<file path="src/rtl/fc_train_seq_if.sv">
// Host-side sample/result handshake plus the fc layer-stack forward/backward control bundle.
interface fc_train_seq_if #(
  parameter int N = 27
);
  localparam int CW = $clog2(N + 1);

  logic          s_valid_in;
  logic          s_ready_out;
  logic [N-1:0]  s_x_in;
  logic [N-1:0]  s_target_in;
  logic          s_train_in;
  logic [N-1:0]  fin_out;
  logic          fd_prop_out;
  logic [N-1:0]  fout_in;
  logic          fd_prop_done_in;
  logic [N-1:0]  bin_out;
  logic          bk_prop_out;
  logic          bk_prop_done_in;
  logic          m_valid_out;
  logic          m_ready_in;
  logic [N-1:0]  m_pred_out;
  logic [CW-1:0] m_err_cnt_out;
  logic          m_timeout_out;

  // master = the sequencer, slave = host + fc stack
  modport master (
    input  s_valid_in, s_x_in, s_target_in, s_train_in, fout_in, fd_prop_done_in,
           bk_prop_done_in, m_ready_in,
    output s_ready_out, fin_out, fd_prop_out, bin_out, bk_prop_out, m_valid_out,
           m_pred_out, m_err_cnt_out, m_timeout_out
  );
  modport slave (
    output s_valid_in, s_x_in, s_target_in, s_train_in, fout_in, fd_prop_done_in,
           bk_prop_done_in, m_ready_in,
    input  s_ready_out, fin_out, fd_prop_out, bin_out, bk_prop_out, m_valid_out,
           m_pred_out, m_err_cnt_out, m_timeout_out
  );
endinterface

</file>
<file path="src/rtl/fc_train_seq.sv">
// One-sample-in-flight sequencer: forward pass, optional backward pass on the error vector, result out.
module fc_train_seq #(
  parameter int N       = 27,
  parameter int TIMEOUT = 1023
) (
  input  logic          clk_in,
  input  logic          rst_n_in,
  fc_train_seq_if.master bus
);
  localparam int CW = $clog2(N + 1);
  localparam int TW = $clog2(TIMEOUT + 1);
  localparam logic [TW-1:0] TLAST = TW'(TIMEOUT - 1);
  localparam logic [TW-1:0] TMAX  = {TW{1'b1}};

  typedef enum logic [2:0] {IDLE, FSTART, FWAIT, BSTART, BWAIT, DONE} state_t;

  state_t        state;
  logic          s_ready, fd_prop, bk_prop, m_valid, timeout, train;
  logic [N-1:0]  fin, tgt, bin, pred, err;
  logic [TW-1:0] timer;
  logic [CW-1:0] err_cnt;

  always_comb begin
    err_cnt = '0;
    for (int i = 0; i < N; i++) err_cnt = err_cnt + CW'(err[i]);
  end

  always_ff @(posedge clk_in or negedge rst_n_in) begin
    if (!rst_n_in) begin
      state   <= IDLE;
      s_ready <= 1'b0;
      fd_prop <= 1'b0;
      bk_prop <= 1'b0;
      m_valid <= 1'b0;
      timeout <= 1'b0;
      train   <= 1'b0;
      fin     <= '0;
      tgt     <= '0;
      bin     <= '0;
      pred    <= '0;
      err     <= '0;
      timer   <= '0;
    end else begin
      case (state)
        IDLE: begin
          if (bus.s_valid_in && s_ready) begin
            fin     <= bus.s_x_in;
            tgt     <= bus.s_target_in;
            train   <= bus.s_train_in;
            s_ready <= 1'b0;
            fd_prop <= 1'b1;
            state   <= FSTART;
          end else begin
            s_ready <= 1'b1;
          end
        end
        FSTART: begin
          fd_prop <= 1'b0;
          timer   <= '0;
          state   <= FWAIT;
        end
        FWAIT: begin
          // done beats a timeout expiring on the same cycle
          if (bus.fd_prop_done_in) begin
            pred <= bus.fout_in;
            err  <= bus.fout_in ^ tgt;
            if (train) begin
              bin     <= bus.fout_in ^ tgt;
              bk_prop <= 1'b1;
              state   <= BSTART;
            end else begin
              m_valid <= 1'b1;
              state   <= DONE;
            end
          end else if (timer == TLAST) begin
            timeout <= 1'b1;
            pred    <= '0;
            err     <= '0;
            m_valid <= 1'b1;
            state   <= DONE;
          end else if (timer != TMAX) begin
            timer <= timer + 1'b1;
          end
        end
        BSTART: begin
          bk_prop <= 1'b0;
          timer   <= '0;
          state   <= BWAIT;
        end
        BWAIT: begin
          if (bus.bk_prop_done_in) begin
            m_valid <= 1'b1;
            state   <= DONE;
          end else if (timer == TLAST) begin
            timeout <= 1'b1;
            m_valid <= 1'b1;
            state   <= DONE;
          end else if (timer != TMAX) begin
            timer <= timer + 1'b1;
          end
        end
        DONE: begin
          // s_ready rises with the return to IDLE, so the earliest new accept is the next cycle
          if (bus.m_ready_in) begin
            m_valid <= 1'b0;
            bin     <= '0;
            timeout <= 1'b0;
            s_ready <= 1'b1;
            state   <= IDLE;
          end
        end
        default: state <= IDLE;
      endcase
    end
  end

  assign bus.s_ready_out   = s_ready;
  assign bus.fin_out       = fin;
  assign bus.fd_prop_out   = fd_prop;
  assign bus.bin_out       = bin;
  assign bus.bk_prop_out   = bk_prop;
  assign bus.m_valid_out   = m_valid;
  assign bus.m_pred_out    = pred;
  assign bus.m_err_cnt_out = err_cnt;
  assign bus.m_timeout_out = timeout;
endmodule
</file>
<file path="src/flat_wrapper.sv">
// flat-port wrapper written by rule: the top's interface ports become plain ports
module fc_train_seq_flat 
#(
  parameter int N       = 27,
  parameter int TIMEOUT = 1023
)
  (clk_in, rst_n_in, bus_s_valid_in, bus_s_x_in, bus_s_target_in, bus_s_train_in, bus_fout_in, bus_fd_prop_done_in, bus_bk_prop_done_in, bus_m_ready_in, bus_s_ready_out, bus_fin_out, bus_fd_prop_out, bus_bin_out, bus_bk_prop_out, bus_m_valid_out, bus_m_pred_out, bus_m_err_cnt_out, bus_m_timeout_out);
  fc_train_seq_if #(.N(N)) bus_i ();
  input  logic clk_in;
  input  logic rst_n_in;
  input wire logic [$bits(bus_i.s_valid_in)-1:0] bus_s_valid_in;
  input wire logic [$bits(bus_i.s_x_in)-1:0] bus_s_x_in;
  input wire logic [$bits(bus_i.s_target_in)-1:0] bus_s_target_in;
  input wire logic [$bits(bus_i.s_train_in)-1:0] bus_s_train_in;
  input wire logic [$bits(bus_i.fout_in)-1:0] bus_fout_in;
  input wire logic [$bits(bus_i.fd_prop_done_in)-1:0] bus_fd_prop_done_in;
  input wire logic [$bits(bus_i.bk_prop_done_in)-1:0] bus_bk_prop_done_in;
  input wire logic [$bits(bus_i.m_ready_in)-1:0] bus_m_ready_in;
  output wire logic [$bits(bus_i.s_ready_out)-1:0] bus_s_ready_out;
  output wire logic [$bits(bus_i.fin_out)-1:0] bus_fin_out;
  output wire logic [$bits(bus_i.fd_prop_out)-1:0] bus_fd_prop_out;
  output wire logic [$bits(bus_i.bin_out)-1:0] bus_bin_out;
  output wire logic [$bits(bus_i.bk_prop_out)-1:0] bus_bk_prop_out;
  output wire logic [$bits(bus_i.m_valid_out)-1:0] bus_m_valid_out;
  output wire logic [$bits(bus_i.m_pred_out)-1:0] bus_m_pred_out;
  output wire logic [$bits(bus_i.m_err_cnt_out)-1:0] bus_m_err_cnt_out;
  output wire logic [$bits(bus_i.m_timeout_out)-1:0] bus_m_timeout_out;
  assign bus_i.s_valid_in = bus_s_valid_in;
  assign bus_i.s_x_in = bus_s_x_in;
  assign bus_i.s_target_in = bus_s_target_in;
  assign bus_i.s_train_in = bus_s_train_in;
  assign bus_i.fout_in = bus_fout_in;
  assign bus_i.fd_prop_done_in = bus_fd_prop_done_in;
  assign bus_i.bk_prop_done_in = bus_bk_prop_done_in;
  assign bus_i.m_ready_in = bus_m_ready_in;
  assign bus_s_ready_out = bus_i.s_ready_out;
  assign bus_fin_out = bus_i.fin_out;
  assign bus_fd_prop_out = bus_i.fd_prop_out;
  assign bus_bin_out = bus_i.bin_out;
  assign bus_bk_prop_out = bus_i.bk_prop_out;
  assign bus_m_valid_out = bus_i.m_valid_out;
  assign bus_m_pred_out = bus_i.m_pred_out;
  assign bus_m_err_cnt_out = bus_i.m_err_cnt_out;
  assign bus_m_timeout_out = bus_i.m_timeout_out;
  fc_train_seq #(.N(N), .TIMEOUT(TIMEOUT)) u_core (.clk_in(clk_in), .rst_n_in(rst_n_in), .bus(bus_i));
endmodule
</file>
<file path="config.mk">
export PLATFORM = sky130hd
export DESIGN_NAME = fc_train_seq_flat
export DESIGN_NICKNAME = d
export VERILOG_FILES = /design/src/rtl/fc_train_seq_if.sv /design/src/rtl/fc_train_seq.sv /design/src/flat_wrapper.sv
export SDC_FILE = /design/constraint.sdc
export NUM_CORES = 1
export LEC_CHECK = 0
export CORE_MARGIN = 3
export CORE_UTILIZATION = 53
export CTS_CLUSTER_SIZE = 20
export DETAILED_ROUTE_END_ITERATION = 12
export MAX_ROUTING_LAYER = met4
export PLACE_DENSITY_LB_ADDON = 0.2
export SETUP_SLACK_MARGIN = 0.2
export SYNTH_ARGS = -nofsm -noshare
export SYNTH_HDL_FRONTEND = slang
export SYNTH_SLANG_ARGS = --single-unit
</file>
<file path="constraint.sdc">
create_clock -name clk_in -period 14.1 [get_ports clk_in]
set_input_delay 2.82 -clock clk_in [delete_from_list [all_inputs] [get_ports clk_in]]
set_output_delay 2.82 -clock clk_in [all_outputs]
set_load 0.1 [all_outputs]
</file>
---- After elaboration in Yosys (flattened, before gate mapping) ----
Index checks and enable logic that the tools add are counted.
word-level totals
  flip-flop bits (word level) ............. 154
operators by class
  $add $sub $neg .......................... 27
  muxes and demuxes ....................... 37
  bitwise operators ....................... 1
  equal/unequal tests ..................... 14
  reduce and logical (&&, ||, !) cells .... 20
operators by type and width
  operator               number
  $mux 27                6
  $add 5x1->5            25
  $pmux 27 s2            1
  $mux 10                4
  $pmux 10 s3            1
  $xor 27x27->27         1
  $mux 3                 6
  $pmux 3 s6             1
  $mux 1                 13
  $add 10x1->10 const B  1
  $eq 10x10->1 const B   1
  $ne 10x10->1 const B   1
  $reduce_and 2->1       5
  $reduce_bool 2->1      5
  $reduce_and 3->1       3
  $ne 2x2->1 const B     4
  $reduce_and 4->1       2
  $eq 3x2->1 const B     2
  $eq 3x3->1 const B     2
  $pmux 1 s2             3
  $pmux 1 s3             2
  $reduce_bool 3->1      2
  $ne 2x1->1 const B     2
  $eq 3x1->1 const B     1
  5 further kinds        5

---- Depth between registers and ports, before layout ----
Gate-level depths: netlist of the first run.
  word-level depth ........................ 26
  depth in mapped cells ................... 17
  mapped depth without buffers ............ 17

---- Worst setup path after synthesis of the first run ----
OpenSTA, ideal clock, no wires.
  kind .................................... flip-flop to output port
  start point ............................. register u_core.err[0]
  end point ............................... output bus_m_err_cnt_out[4]
  required time ........................... 11.280 ns
  path slack .............................. 5.386 ns
  arrival ................................. 5.894 ns
  stages on the path, launching flop included .. 17
  cell sequence ........................... dfrtp_1 ha_1 inv_1 fa_1 fa_1 fa_1 fa_1 fa_1 fa_1 inv_1 ha_1 inv_1 fa_1 inv_1 a21o_1 a21oi_1 xnor2_1
on the way
  longest elaborated chain between the ends .. 26
RTL lines
  what                        RTL line            source
  start: declaration          fc_train_seq.sv:19  logic [N-1:0] fin, tgt, bin, pred, err;
  start signal: assignment    fc_train_seq.sv:66  err <= bus.fout_in ^ tgt;
  $add 1x1->2                 fc_train_seq.sv:25  for (int i = 0; i < N; i++) err_cnt = err_cnt + CW'(err[i]);
  $add 5x1->5 (25 in series)  fc_train_seq.sv:25
  end: declaration            flat_wrapper.sv:26  output wire logic [$bits(bus_i.m_err_cnt_out)-1:0] bus_m_err_cnt_out;
Every way passes these cells.

---- Worst setup path after layout of the first run ----
Same ends and word-level chain as after synthesis.

==> results.md, run 1 <==
- Vias per cell: 5.68
- Die Width: 122 µm
- Area grow syn2layout: 35.1%
- Hold Crit Class: flip-flop to flip-flop
- Worst R2R Path Depth: 4
- Max Fclk: 0.111 GHz
- CTS tree: yes
- DP Cell Count: 902
- GR Util All Layers: 25.3%
- Vias in the first global route: 5534
- Post-synth top cells: dfrtp_1, mux2_2, a22o_1, inv_1, nand2_1
- Synth top area share: 54.3%
- Iteration-0 DRC Markers: 559
- Cell count after synthesis: 587
- DRC: 0
- Worst r2r dst: u_core.bus.bin_out[15]
- Post-DRT Antenna Nets: 0
- Worst slew margin: 18.5%
- RSZ-0062 raised after global routing: no
- Kind of critical path: flip-flop to primary output
- Layout Cells excl Fill: 934
- Hold depth: 1
- Most frequent cell after synthesis: dfrtp_1
- Clk pin slew, worst setup/hold paths: 60 ps
- PostCTS Resize Cnt: 0
- Core Util, Final: 74.4%
- Initial Util: 55.1%
- Largest net degree at the start of global routing: 93
- Clock sink count: 154
- Hold Path Sink: u_core.bus.m_pred_out[2]
- Site row count: 41
- Sequential share of the synthesized area: 54.3%
- Count of final setup violators: 0
- H-Tree Depth: 4
- Layout cell share with drive strength beyond 1: 13.3%
- Post-synth EDFFs: 0
- FFs w/ async S/R, synth: 100%
- Slew Viols, Final: 0
- Status: finished clean
- Global route overflow: 0
- Yosys warns: 0
- Gpl congestion: 0.860
- Dominant cell type by area after synthesis: dfrtp_1
- Port buffer count: 178
- Post-DP HPWL: 11.7 mm
- Routed wire per std cell: 18.5 µm
- Hold Crit Start: u_core.bus.m_pred_out[2]
- I/O Pins: 179
- Primary FF master, synth: dfrtp_1
- Clk_skew: 6.01 ps
- Post CTS Setup Buffer Count: 0
- Final nets: 868
- Most used cell, CP: fa_1
- Die Area: 14800 µm²
- Detailed Routing Iterations Pass 1: 5
- Hold Fails Final Rpt: 0
- # diodes: 0
- Final wirelength: 17.2 mm
- Clk Latency, worst-skew pair: 420 ps
- Setup TNS: 0 ps
- Synth Net Count: 706
- Fill cells: 888
- Distinct cells, synth: 47
- Period Utilization, post-route: 64.1%
- CP Cell Sequence: ha_1, inv_1, fa_1, fa_1, fa_1, fa_1, fa_1, fa_1, inv_1, ha_1, inv_1, fa_1, inv_1, a21o_1, a21oi_1, xnor2_1, clkdlybuf4s50_1
- CP peak stage delay: 1150 ps
- Post-CTS Hold Buffers: 0
- CP required: 11280 ps
- Clock root buffer: clkbuf_16
- CP max-delay cell: clkdlybuf4s50_1
- Total CTS buffers: 17
- Mean Syn Cell Area: 12.1 µm²
- Critical Path End Type: primary output
- Worst path top cell family by delay: adder cells
- Die height: 122 µm
- First-pass GRT wire length: 28.4 mm
- DR vias: 5303
- Arrival time worst endpoint: 6220 ps
- #FFs+latches synth: 154
- Crit Reg-Reg Startpoint: u_core.train
- R2R setup slack: 11020 ps
- Antenna violations before repair: 0
- Synth area leaders: dfrtp_1, mux2_2, a22o_1, fa_1, xor2_1
- Crit path max fanout: 2
- Synthesized cell area: 7090 µm²
- Core area: 12900 µm²
- Worst setup SP type: flip-flop
- CTS max path bufs: 2
- Max-Cap Viols: 0
- Minimum clock period: 9040 ps
- Crit path buffers/inverters: 5
- Slew @ Worst Pin: 1220 ps
worst max path at each step:
stage	startpoint	to	slack, ps	cells past startpoint
2_1_floorplan	u_core.err[0]	bus_m_err_cnt_out[4]	5390	16
3_3_place_gp	u_core.err[0]	bus_m_err_cnt_out[4]	5550	17
3_5_place_dp	u_core.err[0]	bus_m_err_cnt_out[4]	5490	17
4_1_cts	u_core.err[0]	bus_m_err_cnt_out[4]	5040	17
5_1_grt	u_core.err[1]	bus_m_err_cnt_out[4]	4780	17
6_report	u_core.err[0]	bus_m_err_cnt_out[4]	5060	17
cell type report:
class / count / area, µm² / area share, %
clock buffers: 18 / 439 / 4.58
clock inverters: 14 / 173 / 1.80
inverters: 40 / 150 / 1.57
multi-input cells: 353 / 2930 / 30.6
flip-flops and latches: 154 / 3850 / 40.2
well taps: 172 / 215 / 2.25
repair buffers: 183 / 1820 / 19.0
per-stage QoR:
step	hold slack, ps	area, µm²	setup slack (ps)
2_1_floorplan	473	7090	5390
3_3_place_gp	474	8970	5550
3_5_place_dp	481	8970	5490
4_1_cts	502	9580	5040
5_1_grt	513	9580	4780
6_report	498	9580	5060
cell usage in the layout (no fill, tap or decap), types with 4 or more instances in the layout:
| cell type | instances |
|---|---|
| a21o_1 | 5 |
| a21oi_1 | 17 |
| a22o_1 | 54 |
| buf_4 | 5 |
| clkbuf_16 | 17 |
| clkdlybuf4s50_1 | 177 |
| clkinvlp_4 | 5 |
| dfrtp_1 | 154 |
| fa_1 | 19 |
| ha_1 | 12 |
| inv_1 | 40 |
| mux2_2 | 55 |
| nand2_1 | 36 |
| nand2b_1 | 4 |
| nand3_1 | 31 |
| nand4_1 | 30 |
| nor2_1 | 7 |
| nor3_1 | 5 |
| o31ai_1 | 4 |
| or4_1 | 4 |
| xor2_1 | 28 |
kinds of logic after synthesis:
group,share of synthesized area [%]
AND/OR/NAND/NOR,10.2
multiplexers,8.87
flip-flops,54.3
AO/OA/AOI/OAI,10.7
adder cells (fa/ha/maj),7.48
XOR/XNOR,3.83
buffers and inverters,4.60
registers in the layout, indices dropped and copies added (netlist names):
signal                    flops
u_core.tgt                   27
u_core.state                  3
u_core.bus.m_pred_out        27
u_core.bus.fin_out           27
u_core.bus.m_valid_out        1
u_core.bus.bk_prop_out        1
u_core.bus.fd_prop_out        1
u_core.err                   27
u_core.bus.m_timeout_out      1
u_core.timer                 10
u_core.train                  1
u_core.bus.s_ready_out        1
u_core.bus.bin_out           27
layer usage:
metal,wire [µm],track usage [%],vias up
met2,8420,39.0,207
met1,7390,33.1,2675
met4,241,7.91,0
li1,-,-,2401
met5,0,-,-
met3,1190,6.73,20
worst reg2reg max path: stages (launching register included):
cell     delay [ps]
dfrtp_1         390
and2_1          920
nand3_1        1140
nand3_1         410
nand2_1         110
Power of run 1 is left out: the tool's default activity adds up to more than one toggle a clock period on the data nets, which glitch-free logic cannot reach.
==> run 2, diff against run 1 <==
CORE_UTILIZATION = 45   (was 53)
clock period = 7.45 ns   (was 14.1 ns; I/O delays follow)
==> run 2 against run 1 <==
  * Worst hold slack got worse by 0.94 ps
  * First-iteration DRC count decreased by 37%
  * Critical path type unchanged
  * Worst setup slack got worse by 4600 ps
==> results.md, run 2 (synthesis results as in run 1) <==
- Status: finished clean
- DP Cell Count: 940
- Fill cells: 1236
- Max Fclk: 0.144 GHz
- Final nets: 867
- DP Area: 9010 µm²
- I/O Pins: 179
- Vias per cell: 5.36
- Hold depth: 1
- Worst R2R Path Depth: 4
- Global route overflow: 0
- Gpl congestion: 0.791
- DR vias: 5196
- Post-DRT Antenna Nets: 0
- Core area: 15300 µm²
- Crit path max fanout: 2
- Most frequent cells in the layout: clkdlybuf4s50_1, dfrtp_1, mux2_2
- DRC: 0
- H-Tree Depth: 4
- Setup TNS: 0 ps
- Clock root buffer: clkbuf_16
- Port buffer count: 178
- Hold Crit Start: u_core.bus.m_pred_out[9]
- Worst slew margin: 18.5%
- Total CTS buffers: 17
- Arrival time worst endpoint: 5450 ps
- CP peak stage delay: 560 ps
- Clk pin slew, worst setup/hold paths: 60 ps
- Post CTS Setup Buffer Count: 0
- First-pass GRT wire length: 29.6 mm
- Clk Latency, worst-skew pair: 410 ps
- Post-DP HPWL: 11.9 mm
- CP max-delay cell: fa_1
- Largest net degree at the start of global routing: 82
- CP required: 5960 ps
- PostCTS Resize Cnt: 0
- GR Util All Layers: 21.8%
- Commonest non-fill, non-tap cell in the layout: clkdlybuf4s50_1
- Site row count: 45
- Period Utilization, post-route: 93.2%
- Crit Reg-Reg Startpoint: u_core.state[2]
- Crit. Startpoint: u_core.err[0]
- Critical Path End Type: primary output
- Antenna violations before repair: 1
- Kind of critical path: flip-flop to primary output
- Iteration-0 DRC Markers: 352
- Vias in the first global route: 5651
- Die Width: 132 µm
- CTS max path bufs: 2
- Detailed Routing Iterations Pass 1: 4
- CP Cell Sequence: ha_1, inv_1, fa_1, fa_1, fa_1, fa_1, fa_1, fa_1, inv_1, ha_1, inv_1, fa_1, inv_1, a21o_1, a21oi_1, xnor2_2, buf_4
- Slew Viols, Final: 0
- Clock sink count: 154
- CTS tree: yes
- Post-CTS Hold Buffers: 0
- Design Area, Final: 9560 µm²
- Worst setup SP type: flip-flop
- Layout Cells excl Fill: 970
- Clk_skew: 6.76 ps
- Layout cell share with drive strength beyond 1: 13.3%
- Area grow syn2layout: 34.8%
- Count of final setup violators: 0
- Max-Cap Viols: 0
- Routed wire per std cell: 18.1 µm
- Slew @ Worst Pin: 1220 ps
- Hold Fails Final Rpt: 0
- Final wirelength: 17.6 mm
- Initial Util: 46.3%
- R2R setup slack: 4370 ps
- RSZ-0062 raised after global routing: no
- Hold Crit Class: flip-flop to flip-flop
- Minimum clock period: 6940 ps
- Die Area: 17300 µm²
- Die height: 132 µm
- Most used cell, CP: fa_1
## run 2: cell types whose count changed in the layout (fill, tap and decap cells not counted), sizes merged, moves of 3 or more
cell / change
clkdlybuf4s50: -5
buf: +4
clkbuf: +3
clkinvlp: -3
## run 2: path summary, 6_finish.rpt
check	to
worst min register to register	u_core.bus.m_pred_out[9]
min in group asynchronous	u_core.bus.fin_out[26]
worst min-delay path	u_core.bus.m_pred_out[9]
max in group asynchronous	u_core.state[1]
worst max register to register	u_core.bus.bin_out[14]
worst max-delay path	bus_m_err_cnt_out[4]
## run 2: worst max-delay path, delay by kind of cell (launching register included)
kind | cells | cell delay, ps
flops | 1 | 390
compound gates | 2 | 360
fa+ha+maj | 9 | 3610
xor+xnor | 1 | 130
buf+inv | 5 | 540
## run 2: area by class of cell
cell class / instances / area (µm²) / share of cell area, %
flip-flops and latches: 154 / 3850 / 40.3
well taps: 211 / 264 / 2.76
multi-input cells: 353 / 2940 / 30.8
diodes: 1 / 2.50 / 0.0262
clock buffers: 21 / 450 / 4.71
inverters: 40 / 150 / 1.57
repair buffers: 182 / 1800 / 18.8
clock inverters: 8 / 98.8 / 1.03
## run 2: metal layers
| layer | global-route usage, % | vias up | part of all wire (%) |
|---|---|---|---|
| met4 | 5.37 | 0 | 0.84 |
| li1 | - | 2398 | - |
| met5 | - | - | 0 |
| met2 | 34.9 | 164 | 49 |
| met1 | 28.2 | 2621 | 44 |
| met3 | 5.47 | 13 | 5.9 |
## run 2: metrics by stage
| stage | util [%] | setup slack [ps] | hold slack, ps |
|---|---|---|---|
| 3_3_place_gp | 58.8 | 1040 | 473 |
| 3_5_place_dp | 58.8 | 925 | 481 |
| 6_report | 62.5 | 505 | 497 |
| 2_1_floorplan | - | 257 | 473 |
| 5_1_grt | 62.5 | 281 | 512 |
| 4_1_cts | 62.4 | 469 | 502 |
Power of run 2 is left out for the same reason.
